## src/rtl/fetch_sequencer.sv

```systemverilog
// fetch_sequencer
//
// Instruction-fetch stage feeding the opcode decoder and control unit. It owns
// the PC, fetches one instruction at a time from instruction memory, holds it
// in the instruction register while the rest of the core executes it, then
// selects the next PC from the decoder's jump/branch/halt outputs and counts
// retired instructions.
//
// Handshake rules (apply to the request channel and to exec_done):
//   - A fetch request transfers on a rising edge where imem_req_valid and
//     imem_req_ready are both high. While imem_req_valid is high, imem_addr is
//     held stable; imem_req_valid is never withdrawn before the transfer.
//   - The response channel has no back-pressure: imem_resp_valid is a
//     one-cycle strobe taken only while waiting for a response.
//   - exec_done is honoured only while inst_valid is high; the next-PC inputs
//     (is_jal, is_jalr, branch, bcond, is_halted, imm, rs1_data) are sampled on
//     that same edge and ignored at all other times.
//
// Ports:
//   clk, reset          rising-edge clock, asynchronous active-high reset
//   imem_req_*          fetch request channel, imem_addr always equals pc
//   imem_resp_*         fetched word strobe and data
//   inst, opcode        instruction register and its opcode field
//   inst_valid          instruction register holds a word under execution
//   exec_done           downstream has finished the current instruction
//   is_jal, is_jalr     decoder jump indications
//   branch, bcond       decoder branch indication and ALU condition
//   is_halted           decoder ECALL indication
//   imm, rs1_data       immediate and rs1 operand for target computation
//   pc, pc_plus4        current PC and its sequential successor
//   halted, misaligned  core stopped, and whether a bad target stopped it
//   instret             retired-instruction counter (wraps)

module fetch_sequencer #(
    parameter int              XLEN     = 32,
    parameter logic [XLEN-1:0] RESET_PC = '0
) (
    input  logic            clk,
    input  logic            reset,
    output logic            imem_req_valid,
    input  logic            imem_req_ready,
    output logic [XLEN-1:0] imem_addr,
    input  logic            imem_resp_valid,
    input  logic [XLEN-1:0] imem_resp_data,
    output logic [XLEN-1:0] inst,
    output logic [6:0]      opcode,
    output logic            inst_valid,
    input  logic            exec_done,
    input  logic            is_jal,
    input  logic            is_jalr,
    input  logic            branch,
    input  logic            bcond,
    input  logic            is_halted,
    input  logic [XLEN-1:0] imm,
    input  logic [XLEN-1:0] rs1_data,
    output logic [XLEN-1:0] pc,
    output logic [XLEN-1:0] pc_plus4,
    output logic            halted,
    output logic            misaligned,
    output logic [31:0]     instret
);

    typedef enum logic [1:0] {
        ST_REQ  = 2'd0,
        ST_WAIT = 2'd1,
        ST_EXEC = 2'd2,
        ST_HALT = 2'd3
    } state_e;

    // Clears bit 0 of a jalr target.
    localparam logic [XLEN-1:0] JALR_MASK = {{(XLEN-1){1'b1}}, 1'b0};

    state_e          state_q, state_d;
    logic [XLEN-1:0] pc_q, pc_d;
    logic [XLEN-1:0] inst_q, inst_d;
    logic            misaligned_q, misaligned_d;
    logic [31:0]     instret_q, instret_d;
    logic [XLEN-1:0] next_pc;

    // Next-PC select, priority jalr > jal > taken branch > sequential.
    // Arithmetic wraps modulo 2^XLEN.
    always_comb begin
        if (is_jalr) begin
            next_pc = (rs1_data + imm) & JALR_MASK;
        end else if (is_jal) begin
            next_pc = pc_q + imm;
        end else if (branch && bcond) begin
            next_pc = pc_q + imm;
        end else begin
            next_pc = pc_q + XLEN'(4);
        end
    end

    always_comb begin
        state_d        = state_q;
        pc_d           = pc_q;
        inst_d         = inst_q;
        misaligned_d   = misaligned_q;
        instret_d      = instret_q;
        imem_req_valid = 1'b0;
        inst_valid     = 1'b0;
        halted         = 1'b0;

        case (state_q)
            ST_REQ: begin
                // Any response strobe seen here is stale and ignored.
                imem_req_valid = 1'b1;
                if (imem_req_ready) begin
                    state_d = ST_WAIT;
                end
            end

            ST_WAIT: begin
                if (imem_resp_valid) begin
                    inst_d  = imem_resp_data;
                    state_d = ST_EXEC;
                end
            end

            ST_EXEC: begin
                inst_valid = 1'b1;
                if (exec_done) begin
                    // ECALL and a misaligned target both retire the current
                    // instruction but leave pc pointing at it.
                    instret_d = instret_q + 32'd1;
                    if (is_halted) begin
                        state_d = ST_HALT;
                    end else if (next_pc[1:0] != 2'b00) begin
                        misaligned_d = 1'b1;
                        state_d      = ST_HALT;
                    end else begin
                        pc_d    = next_pc;
                        state_d = ST_REQ;
                    end
                end
            end

            ST_HALT: begin
                halted = 1'b1;
            end

            default: begin
                state_d = ST_HALT;
            end
        endcase
    end

    always_ff @(posedge clk or posedge reset) begin
        if (reset) begin
            state_q      <= ST_REQ;
            pc_q         <= RESET_PC;
            inst_q       <= '0;
            misaligned_q <= 1'b0;
            instret_q    <= '0;
        end else begin
            state_q      <= state_d;
            pc_q         <= pc_d;
            inst_q       <= inst_d;
            misaligned_q <= misaligned_d;
            instret_q    <= instret_d;
        end
    end

    assign imem_addr  = pc_q;
    assign pc         = pc_q;
    assign pc_plus4   = pc_q + XLEN'(4);
    assign inst       = inst_q;
    assign opcode     = inst_q[6:0];
    assign misaligned = misaligned_q;
    assign instret    = instret_q;

endmodule

```

## config.mk

```make
export PLATFORM = sky130hd
export DESIGN_NAME = fetch_sequencer
export DESIGN_NICKNAME = d
export VERILOG_FILES = /design/src/rtl/fetch_sequencer.sv
export SDC_FILE = /design/constraint.sdc
export NUM_CORES = 1
export LEC_CHECK = 0
export ABC_AREA = 0
export BUFFER_PORTS_ARGS = -buffer_cell sky130_fd_sc_hd__buf_2
export CAP_MARGIN = 20
export CORE_UTILIZATION = 27
export CTS_CLUSTER_DIAMETER = 120
export DETAILED_ROUTE_END_ITERATION = 10
export HOLD_SLACK_MARGIN = 0.05
export SLEW_MARGIN = 30
export SYNTH_ARGS = -nofsm -noshare
export SYNTH_HDL_FRONTEND = slang
export SYNTH_SLANG_ARGS = --single-unit
```

## constraint.sdc

```tcl
create_clock -name clk -period 3.3 [get_ports clk]
set_input_delay 0 -clock clk [delete_from_list [all_inputs] [get_ports clk]]
set_output_delay 0 -clock clk [all_outputs]
set_load 0.005 [all_outputs]
```

==> results.cfg <==
[outcome]
status = finished clean

[floorplan]
die_area_mm2 = 0.0327
core_area_mm2 = 0.0316
die_h_um = 181
die_w_um = 181
ios = 277
initial_core_util = 0.274
rows = 65

[yosys]
synth_flop_cell = dfrtp_1
async_flop_share = 1.00
syn_inst = 995
synth_cell_type_count = 68
syn_avg_cell_area_um2 = 8.68
ys_ff_latch = 99
synth-edff-count = 0
syn_nets = 1171
syn-cell-area_mm2 = 0.00864
seq_area_frac_synth = 0.287
yosys_warnings = 0

[routing]
firstDrtPassIters = 5
postRouteAntennaNets = 0
vias_per_cell = 5.10
first_iter_violations = 477
wl_met2_um = 14500
wl_met1_um = 13300
drt-total-wl_um = 30900
highest-signal-layer = met5
num_vias = 8629
avgRoutedWirePerCell_um = 18.3
wl_met3_um = 2370
drc = 0

[setup_path]
worstSetupStartpoint = imem_addr[0]
cp_max_fo = 3
end_kind = flop
critical_path_class = reg -> reg
crit_required_ns = 3.54
worstSetupStartpointType = flop
cp.arrival_ns = 3.39
timing.rr.start = imem_addr[0]
reg2reg_depth = 11

[clock_tree]
clk_pin_slew_ns = 0.08
clk-insertion-delay-late_ns = 0.37
root_buffer = clkbuf_16
h-tree-depth = 3
cts_buffer_depth = 2
cts_tree = yes
cts.sinks = 99
numCtsBuffers = 9

[global_route]
grt_pass1_vias = 8205
grt_antenna_before_repair = 2
grt_pass1_wl_um = 46800
grt_usage = 0.186
grt_max_degree = 91
overflow = 0

[worst_hold_path]
min_path_type = in -> async

[finish]
fin_nets = 1460
post-route-util = 0.350
drive_gt1_frac = 0.297
areaGrowthSynthToFinish_pct = 27.9

[timing]
max_freq_mhz = 318
slew-limit-headroom = 0.390
worst_pin_slew_ns = 0.907
fin_crit_sh = 0.952
holdWs_ns = 0.0850
slew_violations = 0
skew_ns = 0.0181
finalHoldViolations = 0
setup_viol = 0
period_minus_slack_ns = 3.14

[job]
drv_cap = 0

[power_and_ir_drop]
ir_worst_vdd_mv = 0.266
p_leak_nw = 5.39
p_per_area_mw_per_mm2 = 701

[placed_design]
place_congestion = 0.878
place_hpwl_um = 24500
portBuffers = 276
[placed cells by master (no fill, tap or decap), types with 4 or more instances in the layout]
cell	netlist	layout
nand2_1	81	81
inv_1	35	34
a221o_1	5	5
mux2_2	33	33
a21o_1	30	30
dlygate4sd3_1	0	35
buf_4	41	35
buf_2	0	276
dfrtp_1	99	99
xor2_1	31	31
a21oi_1	82	81
a311oi_1	6	6
nand2b_1	10	10
o211ai_1	8	8
clkbuf_16	0	9
or3_1	8	8
nor3_1	22	21
nor3b_1	7	7
a211oi_1	23	21
xnor2_1	74	74
o21a_1	9	9
o21ai_0	50	49
a211o_1	4	4
nand3_1	30	30
mux2i_1	4	4
o31ai_1	9	8
ha_1	68	67
and2_1	10	10
nor2_1	66	66
a31oi_1	14	14
o21bai_1	12	12
and3_1	15	15
nand4_1	18	18
nor2b_1	6	6
[path summary, 6_finish.rpt]
path / end / slack (ns)
hold / removal: inst[15] / 0.09
max in group asynchronous: imem_addr[18] / 2.48
hold reg to reg: misaligned / 0.48
setup reg to reg: imem_addr[28] / 0.16
setup / recovery: imem_addr[28] / 0.16
min in group clk: state_q[1] / 0.13
[critical path, cell delays in order (launching register included)]
cell and delay [ns]:
dfrtp_1 0.40, ha_1 0.24, fa_1 0.45, a211oi_2 0.30, o21ai_1 0.18, a221o_1 0.41, o21ai_0 0.19, a21boi_1 0.12
o211ai_1 0.29, a2111oi_1 0.14, nor3b_1 0.22, o21ai_1 0.07
[cells by family (layout without fill, tap and decap cells)]
| group | after synthesis | count (layout) | share of synthesized area |
|---|---|---|---|
| fa+ha+maj | 70 | 70 | 0.103 |
| other cells | 0 | 1 | 0 |
| flops | 99 | 99 | 0.287 |
| buf+inv | 104 | 398 | 0.0673 |
| simple gates | 295 | 295 | 0.174 |
| xor+xnor | 106 | 106 | 0.108 |
| compound gates | 284 | 284 | 0.213 |
| mux | 37 | 37 | 0.0476 |
[synth_stat cells, drive strengths merged, types with 5 or more instances]
cell type / instances / area (um^2)
o21a: 9 / 67.6
xor2: 32 / 288
o21ai: 52 / 260
a21oi: 82 / 410
ha: 68 / 851
nor2: 66 / 248
dfrtp: 99 / 2480
nor3b: 7 / 52.6
nand2: 81 / 304
o21bai: 12 / 90.1
nor3: 24 / 143
a311oi: 6 / 52.6
nor2b: 6 / 37.5
a31oi: 14 / 87.6
o31ai: 9 / 67.6
and3: 16 / 101
buf: 47 / 338
mux2: 33 / 372
clkbuf: 22 / 113
nand2b: 10 / 62.6
or3: 8 / 50.1
nand3: 31 / 160
inv: 35 / 131
a221o: 5 / 50.1
o211ai: 8 / 60.1
xnor2: 74 / 648
nand4: 20 / 155
a211oi: 23 / 173
a21o: 31 / 234
and2: 10 / 62.6
[state kept, by name (all words and copies together) (netlist names)]
name        count
inst           32
misaligned      1
imem_addr      32
state_q         2
instret        32
[metal layers]
layer	track usage	up-vias
li1	-	4170
met1	0.229	4075
met2	0.315	342
met3	0.0441	40
met4	0.0626	2
met5	0	-
[cell type report]
| cell class | instances | area (um^2) |
|---|---|---|
| inverter | 35 | 134 |
| sequential | 99 | 2480 |
| fill | 3310 | 20500 |
| timing repair buffer | 347 | 2010 |
| multi-input combinational | 792 | 5610 |
| antenna | 1 | 2.50 |
| clock buffer | 9 | 225 |
| tap | 402 | 503 |
| clock inverter | 7 | 81.3 |
[through the flow]
step | setup slack, ns | power (mW) | TNS, ns | cell area [um^2] | std cells
CTS | 0.0942 | 7.77 | 0 | 11000 | 1689
global placement | 0.0607 | 6.52 | 0 | 10400 | 1638
finish | 0.158 | 7.74 | 0 | 11100 | 1692
global route | -0.00554 | 8.36 | -0.00554 | 11000 | 1691
floorplan | 0.459 | 4.92 | 0 | 8640 | 995
detailed placement | 0.0216 | 6.56 | 0 | 10400 | 1638
[power by group]
part	switching (mW)	leakage [nW]	internal, mW	total, mW
clock	0.572	0.150	0.545	1.12
sequential	0.420	1.25	1.62	2.04
combinational	2.49	3.99	2.10	4.59
total	3.48	5.39	4.26	7.74
[timing repair]
item                                   in CTS  in global routing
setup endpoints to repair                   1                  7
pin swaps                                   0                  1
hold buffers                               35                  0
resized for setup                           1                  7
setup buffers                               0                  2
endpoints found under the hold margin     135                  0
Note: power is estimated with default switching activity, not from simulation.
